===== src/rtl/jtag_sync_tap.sv =====
// JTAG TAP responder whose pins are oversampled in the clk_i domain, so no TCK clock tree is needed.
// It serves IDCODE, BYPASS, a 9-bit configuration register and a 32-bit mailbox data register.
module jtag_sync_tap #(
    parameter logic [31:0] IDCODE   = 32'h2000_0DB3,
    parameter int          IR_WIDTH = 5
) (
    input  logic        clk_i,
    input  logic        rst_n,
    input  logic        jtag_tck_i,
    input  logic        jtag_trst_ni,
    input  logic        jtag_tms_i,
    input  logic        jtag_tdi_i,
    output logic        jtag_tdo_o,
    output logic [8:0]  conf_reg_o,
    output logic [31:0] mbox_data_o,
    output logic        mbox_valid_o,
    input  logic [31:0] mbox_rdata_i
);

    localparam logic [IR_WIDTH-1:0] INSTR_IDCODE  = IR_WIDTH'(5'h01);
    localparam logic [IR_WIDTH-1:0] INSTR_CONFREG = IR_WIDTH'(5'h06);
    localparam logic [IR_WIDTH-1:0] INSTR_MBOX    = IR_WIDTH'(5'h08);
    localparam logic [IR_WIDTH-1:0] IR_CAPTURE    = IR_WIDTH'(5'b00101);

    typedef enum logic [3:0] {
        TLR, RTI,
        SEL_DR, CAP_DR, SH_DR, EX1_DR, PAUSE_DR, EX2_DR, UPD_DR,
        SEL_IR, CAP_IR, SH_IR, EX1_IR, PAUSE_IR, EX2_IR, UPD_IR
    } tap_state_t;

    typedef enum logic [1:0] {
        DR_BYPASS, DR_IDCODE, DR_CONF, DR_MBOX
    } dr_sel_t;

    logic [1:0]          tck_sync;
    logic [1:0]          tms_sync;
    logic [1:0]          tdi_sync;
    logic [1:0]          trst_sync;
    logic                tck_prev;
    logic                tck_rise;
    logic                tck_fall;
    logic                tms;
    logic                tdi;
    logic                trst_active;

    tap_state_t          state;
    tap_state_t          state_next;
    dr_sel_t             dr_sel;

    logic [IR_WIDTH-1:0] ir;
    logic [IR_WIDTH-1:0] ir_shift;
    logic [31:0]         dr_shift;
    logic [31:0]         dr_capture;
    logic [31:0]         dr_shifted;

    // TMS/TDI come from the same synchronized sample that produces the edge strobes.
    always_ff @(posedge clk_i or negedge rst_n) begin
        if (!rst_n) begin
            tck_sync  <= '0;
            tms_sync  <= '0;
            tdi_sync  <= '0;
            trst_sync <= '0;
            tck_prev  <= 1'b0;
        end else begin
            tck_sync  <= {tck_sync[0], jtag_tck_i};
            tms_sync  <= {tms_sync[0], jtag_tms_i};
            tdi_sync  <= {tdi_sync[0], jtag_tdi_i};
            trst_sync <= {trst_sync[0], jtag_trst_ni};
            tck_prev  <= tck_sync[1];
        end
    end

    assign tck_rise    = tck_sync[1] & ~tck_prev;
    assign tck_fall    = ~tck_sync[1] & tck_prev;
    assign tms         = tms_sync[1];
    assign tdi         = tdi_sync[1];
    assign trst_active = ~trst_sync[1];

    always_ff @(posedge clk_i or negedge rst_n) begin
        if (!rst_n) begin
            state <= TLR;
        end else if (trst_active) begin
            state <= TLR;
        end else if (tck_rise) begin
            state <= state_next;
        end
    end

    always_comb begin
        state_next = state;
        case (state)
            TLR:      state_next = tms ? TLR    : RTI;
            RTI:      state_next = tms ? SEL_DR : RTI;
            SEL_DR:   state_next = tms ? SEL_IR : CAP_DR;
            CAP_DR:   state_next = tms ? EX1_DR : SH_DR;
            SH_DR:    state_next = tms ? EX1_DR : SH_DR;
            EX1_DR:   state_next = tms ? UPD_DR : PAUSE_DR;
            PAUSE_DR: state_next = tms ? EX2_DR : PAUSE_DR;
            EX2_DR:   state_next = tms ? UPD_DR : SH_DR;
            UPD_DR:   state_next = tms ? SEL_DR : RTI;
            SEL_IR:   state_next = tms ? TLR    : CAP_IR;
            CAP_IR:   state_next = tms ? EX1_IR : SH_IR;
            SH_IR:    state_next = tms ? EX1_IR : SH_IR;
            EX1_IR:   state_next = tms ? UPD_IR : PAUSE_IR;
            PAUSE_IR: state_next = tms ? EX2_IR : PAUSE_IR;
            EX2_IR:   state_next = tms ? UPD_IR : SH_IR;
            UPD_IR:   state_next = tms ? SEL_DR : RTI;
            default:  state_next = TLR;
        endcase
    end

    // All data registers share one shift register; the active length sets where TDI enters.
    always_comb begin
        dr_sel     = DR_BYPASS;
        dr_capture = '0;
        dr_shifted = {31'd0, tdi};
        case (ir)
            INSTR_IDCODE:  dr_sel = DR_IDCODE;
            INSTR_CONFREG: dr_sel = DR_CONF;
            INSTR_MBOX:    dr_sel = DR_MBOX;
            default:       dr_sel = DR_BYPASS;
        endcase
        case (dr_sel)
            DR_IDCODE: begin
                dr_capture = IDCODE;
                dr_shifted = {tdi, dr_shift[31:1]};
            end
            DR_CONF: begin
                dr_capture = {23'd0, conf_reg_o};
                dr_shifted = {23'd0, tdi, dr_shift[8:1]};
            end
            DR_MBOX: begin
                dr_capture = mbox_rdata_i;
                dr_shifted = {tdi, dr_shift[31:1]};
            end
            default: begin
                dr_capture = '0;
                dr_shifted = {31'd0, tdi};
            end
        endcase
    end

    // Capture/shift act on TCK rise using the pre-transition state; updates and TDO act on TCK fall.
    always_ff @(posedge clk_i or negedge rst_n) begin
        if (!rst_n) begin
            ir           <= INSTR_IDCODE;
            ir_shift     <= '0;
            dr_shift     <= '0;
            jtag_tdo_o   <= 1'b0;
            conf_reg_o   <= '0;
            mbox_data_o  <= '0;
            mbox_valid_o <= 1'b0;
        end else begin
            mbox_valid_o <= 1'b0;
            if (trst_active) begin
                ir         <= INSTR_IDCODE;
                ir_shift   <= '0;
                dr_shift   <= '0;
                jtag_tdo_o <= 1'b0;
                conf_reg_o <= '0;
            end else begin
                if (state == TLR) begin
                    ir         <= INSTR_IDCODE;
                    conf_reg_o <= '0;
                end
                if (tck_rise) begin
                    case (state)
                        CAP_IR:  ir_shift <= IR_CAPTURE;
                        SH_IR:   ir_shift <= {tdi, ir_shift[IR_WIDTH-1:1]};
                        CAP_DR:  dr_shift <= dr_capture;
                        SH_DR:   dr_shift <= dr_shifted;
                        default: ;
                    endcase
                end
                if (tck_fall) begin
                    case (state)
                        UPD_IR: ir <= ir_shift;
                        UPD_DR: begin
                            if (dr_sel == DR_CONF) begin
                                conf_reg_o <= dr_shift[8:0];
                            end else if (dr_sel == DR_MBOX) begin
                                mbox_data_o  <= dr_shift;
                                mbox_valid_o <= 1'b1;
                            end
                        end
                        default: ;
                    endcase
                    case (state)
                        SH_IR:   jtag_tdo_o <= ir_shift[0];
                        SH_DR:   jtag_tdo_o <= dr_shift[0];
                        default: jtag_tdo_o <= 1'b0;
                    endcase
                end
            end
        end
    end

endmodule


===== config.mk =====
export PLATFORM = sky130hd
export DESIGN_NAME = jtag_sync_tap
export DESIGN_NICKNAME = d
export VERILOG_FILES = /design/src/rtl/jtag_sync_tap.sv
export SDC_FILE = /design/constraint.sdc
export NUM_CORES = 1
export LEC_CHECK = 0
export ABC_AREA = 1
export CAP_MARGIN = 30
export CORE_MARGIN = 4
export CORE_UTILIZATION = 50
export CTS_CLUSTER_DIAMETER = 60
export DETAILED_ROUTE_END_ITERATION = 6
export PLACE_DENSITY_LB_ADDON = 0.15
export SLEW_MARGIN = 5
export SYNTH_ARGS = -nofsm -noshare
export SYNTH_HDL_FRONTEND = slang
export SYNTH_SLANG_ARGS = --single-unit

===== constraint.sdc =====
create_clock -name clk_i -period 2.1 [get_ports clk_i]
set_clock_uncertainty 0.15 [all_clocks]
set_input_delay 0.315 -clock clk_i [delete_from_list [all_inputs] [get_ports clk_i]]
set_output_delay 0.315 -clock clk_i [all_outputs]
set_load 0.01 [all_outputs]

**After elaboration in Yosys (flattened, before gate mapping)**

Cells that the tools add are included.

- Add/sub/neg operators: 0
- $mul: 0
- Divide/modulo/power cells: 0
- Order comparisons: 0
- Equal/unequal tests: 25
- Shifts and indexed selects: 0
- Multiplexer cells: 41
- Bitwise logic cells: 5
- Reductions and logical operators: 8

Operator list:

| cell | number |
|---|---|
| $pmux 32 s2 | 2 |
| $pmux 32 s3 | 1 |
| $mux 32 | 2 |
| $pmux 4 s12 | 1 |
| $mux 9 | 5 |
| $eq 4x4->1 const B | 8 |
| $mux 5 | 6 |
| $mux 4 | 6 |
| $eq 4x3->1 const B | 4 |
| $mux 1 | 10 |
| $pmux 5 s2 | 1 |
| $eq 4x2->1 const B | 2 |
| $mux 2 | 3 |
| $mux 3 | 2 |
| $ne 3x1->1 const B | 2 |
| $pmux 2 s3 | 1 |
| $reduce_or 2->1 | 3 |
| $eq 5x1->1 const B | 1 |
| $eq 5x3->1 const B | 1 |
| $eq 5x4->1 const B | 1 |
| $reduce_and 5->1 | 1 |
| $eq 2x2->1 const B | 2 |
| $eq 4x1->1 const B | 1 |
| $logic_not 4->1 | 1 |
| 7 further kinds | 12 |

- Flip-flop bits (word level): 98
- Latch bits: 0
- Bits in writable memories: 0
- Memory bits (read-only): 0
- Input port bits: 38
- Output and inout port bits: 43
- Logic and storage cells: 92
- Memories kept: 0

**Longest topological paths before layout**

- Word-level depth: 8
- Gate-level depth with buffers: 10
- Gate-level depth less buffers: 10

**Worst setup path after synthesis**

Ideal clock, no wire load.

- Path type: reg2reg
- Start: reg ir[0]
- End: reg dr_shift[12]
- Library setup time: 119 ps
- Data arrival time: 1326 ps
- Required time: 1831 ps
- Slack: 505 ps
- Cell stages (with the launch flop): 9
- Buffers on the path: 1
- Period minus slack after synthesis: 1595 ps
- Cells stage by stage: dfstp_2 inv_1 nand2_1 nand2_1 nand2_1 clkbuf_1 o21ai_0 nand3_1 o21ai_2

- Longest elaborated chain between the ends: 8
- Elaborated cells between the ends (all ways): 13

RTL lines:

| what | line | RTL |
|---|---|---|
| start, declared | 50 | `logic [IR_WIDTH-1:0] ir;` |
| start signal, assigned | 177 | `UPD_IR: ir <= ir_shift;` |
| $eq 5x4->1, or another cell as far along | 117 | `case (ir)` |
| $pmux 2 s3 (*) | 117 |  |
| $eq 2x2->1 / $eq 2x1->1 (equally long branches) | 123 | `case (dr_sel)` |
| $reduce_or 2->1 (no source line) | - |  |
| $pmux 32 s2 | 123 |  |
| $pmux 32 s2 (*) | 167 | `case (state)` |
| $mux 32 (*) | 166 | `if (tck_rise) begin` |
| $mux 32 (*) | 155 | `if (trst_active) begin` |
| end signal, assigned | 170 | `CAP_DR: dr_shift <= dr_capture;` |
| end signal, assigned | 171 | `SH_DR: dr_shift <= dr_shifted;` |
| end, declared | 52 | `logic [31:0] dr_shift;` |

Mark *: on every way between the ends. The rest lies on a longest branch, timed or not. The select of a mux whose other input is x is not followed.
A chain may end at the register's enable or synchronous reset.

**Worst setup path in the final report**

- Start: reg state[0]
- End: reg dr_shift[30]

- Longest elaborated chain between the ends: 4
- Elaborated cells between the ends (all ways): 7

RTL lines:

| what | line | RTL |
|---|---|---|
| start, declared | 46 | `tap_state_t state;` |
| start signal, assigned | 85 | `state <= state_next;` |
| $eq 4x3->1 / $eq 4x2->1 (equally long branches) | 167 |  |
| $pmux 32 s2 | 167 |  |
| $mux 32 | 166 |  |
| $mux 32 | 155 |  |

Parallel ways exist; a longest one is shown, timed or not. The select of a mux whose other input is x is not followed.

==> impl_metrics.py <==
metrics = {
    "status": {
        "status": "finished clean",
    },
    "placed_design": {
        "io_buffers": 80,
        "dpl_cell_area_mm2": 0.00585,
        "dpl.hpwl_um": 8950,
        "dp_worst_setup_slack_ns": 0.0814,
        "gp_congestion": 0.966,
    },
    "timing": {
        "setup_ws_ns": 0.191,
        "setup_viol": 0,
        "max_slew.worst_pin.slew_ns": 0.526,
        "fin_tns_setup_ns": 0,
        "slew_violations": 0,
        "period_needed_ns": 1.91,
        "relSlewSlack": 0.649,
        "max_freq_mhz": 524,
        "rsz0062_at_grt": "false",
        "period_share": 0.909,
        "hold_viol_final": 0,
    },
    "logic_synthesis": {
        "async_flop_share": 1.00,
        "syn-num-nets": 638,
        "synth-edff-count": 0,
        "synthTopCellsByArea": "dfrtp_1, nand2_1, o21ai_0",
        "ys_types": 30,
        "ys_top_cells_by_count": "nand2_1, dfrtp_1, inv_1, o21ai_0, nand3_1",
        "synth_warnings": 0,
        "ys_seq_elements": 98,
        "netlist_area_mm2": 0.00484,
        "synth.largest_area_cell": "dfrtp_1",
        "postSynthAreaPerCell_um2": 8.06,
        "ys.flop_type": "dfrtp_1",
        "ys_seq_area_frac": 0.507,
        "syn_inst": 600,
        "synth_top_area_frac": 0.502,
        "synth.most_common_cell": "nand2_1",
    },
    "critical_path": {
        "reg2reg_depth": 7,
        "required_ns": 2.24,
        "r2r_slack_ns": 0.19,
        "r2r-start": "state[0]",
        "cp_max_fo": 14,
        "arrival_ns": 2.05,
        "end_kind": "flip-flop",
        "crit_path_start_kind": "flip-flop",
        "critPathKind": "reg -> reg",
        "r2r-end": "dr_shift[30]",
    },
    "cts": {
        "h-tree-depth": 3,
        "clockBufferDepth": 2,
        "clockRootBuffer": "clkbuf_8",
        "cts_buffers": 9,
        "cts_tree": "built",
        "path_clk_slew_ns": 0.10,
        "cts_num_sinks": 98,
        "clock_latency_ns": 0.36,
    },
    "power": {
        "power_mw": 3.38,
        "power_density_mw_per_mm2": 557,
        "peakVddDrop_mv": 0.323,
        "total_leakage_power_nw": 2.89,
    },
    "floorplanning": {
        "rows": 35,
        "pin_count": 81,
        "initial_core_util": 0.519,
        "die_h_um": 106,
        "coreArea_mm2": 0.00933,
        "die_w_um": 106,
        "die_area_mm2": 0.0113,
    },
    "min_path": {
        "holdCritPathClass": "reg -> reg",
        "hold_start": "tdi_sync[0]",
        "holdPathStages": 0,
        "min_to": "tdi_sync[1]",
    },
    "route": {
        "ant_nets": 0,
        "wirelength_um": 12300,
        "avgViaCountPerCell": 5.26,
        "avgRoutedWirePerCell_um": 15.0,
        "via_count": 4319,
        "drc": 0,
        "drt_iter0_drc": 280,
        "first_pass_iters": 5,
    },
    "final_layout": {
        "drive_above_1_share": 0.114,
        "final_util": 0.651,
        "final_cell_area_mm2": 0.00607,
        "diodes": 0,
        "fill_cells": 827,
        "fin_nets": 725,
        "area_growth_pct": 25.5,
    },
    "global_routing": {
        "grt_max_degree": 40,
        "gr-total-overflow": 0,
        "grt_pass1_vias": 4364,
        "grt_pass1_wl_um": 21300,
        "groute.usage.overall": 0.234,
        "antenna_found_initial": 0,
    },
    "flow_run": {
        "maxCapViolCount": 0,
    },
}
==> metal layers <==
layer  GRT usage  vias to the layer above  share of wire
met1       0.339                     2034           0.46
met4      0.0879                        0          0.016
met2       0.354                      170           0.45
li1            -                     2097              -
met5           0                        -              0
met3      0.0376                       18          0.070
==> cells in the final DEF (no fill, tap or decap) <==
master / n
clkinv_2: 1
nand2_1: 192
a21oi_2: 1
buf_4: 15
nand3_1: 54
o31ai_1: 2
nand3b_1: 8
nand2_4: 3
inv_2: 4
bufinv_16: 1
nor2_4: 5
inv_8: 2
buf_12: 4
o21ai_1: 10
a31oi_1: 1
nor2_2: 3
dfrtp_1: 97
a211oi_1: 1
clkdlybuf4s50_1: 79
inv_4: 1
nor2_1: 28
nand4_1: 5
clkinvlp_4: 1
nand3_4: 1
a21oi_1: 9
dfstp_2: 1
dlygate4sd3_1: 1
inv_1: 62
o21ai_2: 20
o21ai_4: 1
o211ai_1: 3
clkbuf_8: 10
clkinv_4: 1
a21oi_4: 1
o21ai_0: 61
nand2_2: 3
==> final cells by class <==
class / instances / area, um^2 / share of cell area
Tap cell: 129 / 161 / 0.0266
Timing Repair Buffer: 99 / 993 / 0.164
Clock buffer: 10 / 138 / 0.0227
Multi-Input combinational cell: 412 / 2000 / 0.329
Sequential cell: 98 / 2450 / 0.404
Clock inverter: 6 / 73.8 / 0.0122
Inverter: 67 / 254 / 0.0418
==> registers in the layout, indices dropped and copies added, names as in the netlist <==
signal / flops
ir: 5
mbox_data_o: 32
ir_shift: 5
dr_shift: 32
tck_prev: 1
jtag_tdo_o: 1
tck_sync: 2
mbox_valid_o: 1
conf_reg_o: 9
state: 4
tms_sync: 2
trst_sync: 2
tdi_sync: 2
==> cells by family (layout without fill, tap and decap cells) <==
logic type / count (synthesis) / after routing / share of synthesized area
flip-flops: 98 / 98 / 0.507
AND/OR/NAND/NOR: 302 / 302 / 0.275
AO/OA/AOI/OAI: 110 / 110 / 0.138
buffers and inverters: 90 / 182 / 0.0794
==> critical path, cell delays in order, from the launching register on <==
cell and delay [ns]:
dfrtp_1 0.52, nand2_1 0.11, inv_1 0.14, nand2_2 0.12
a21oi_4 0.41, buf_12 0.20, nand3_1 0.11, o21ai_2 0.07
==> how the worst max path moves through the flow <==
stage	from	end	cells past startpoint
global placement	state[2]	dr_shift[19]	6
global route	state[3]	mbox_data_o[10]	8
finish	state[0]	dr_shift[30]	7
CTS	state[0]	dr_shift[17]	7
detailed placement	state[2]	dr_shift[17]	7
floorplan	ir[0]	dr_shift[12]	8
==> power breakdown <==
part / internal, mW / leakage, nW / switching [mW] / total [mW]
Sequential: 1.90 / 1.34 / 0.0107 / 1.91
Combinational: 0.0876 / 1.44 / 0.101 / 0.189
Clock: 0.600 / 0.106 / 0.687 / 1.29
==> through the flow <==
| stage | instances | hold WS, ns |
|---|---|---|
| floorplan | 600 | -0.131 |
| global placement | 804 | 0.171 |
| detailed placement | 804 | 0.174 |
| CTS | 821 | 0.208 |
| global route | 821 | 0.223 |
| finish | 821 | 0.205 |
==> what timing repair did <==
action / CTS / global route
hold endpoints to repair: 37 / 0
endpoints found under the setup margin: 0 / 3
gates resized for setup: 0 / 2
hold buffers: 1 / 0
buffers inserted: 0 / 0
Power figures use the tool's default switching activity.
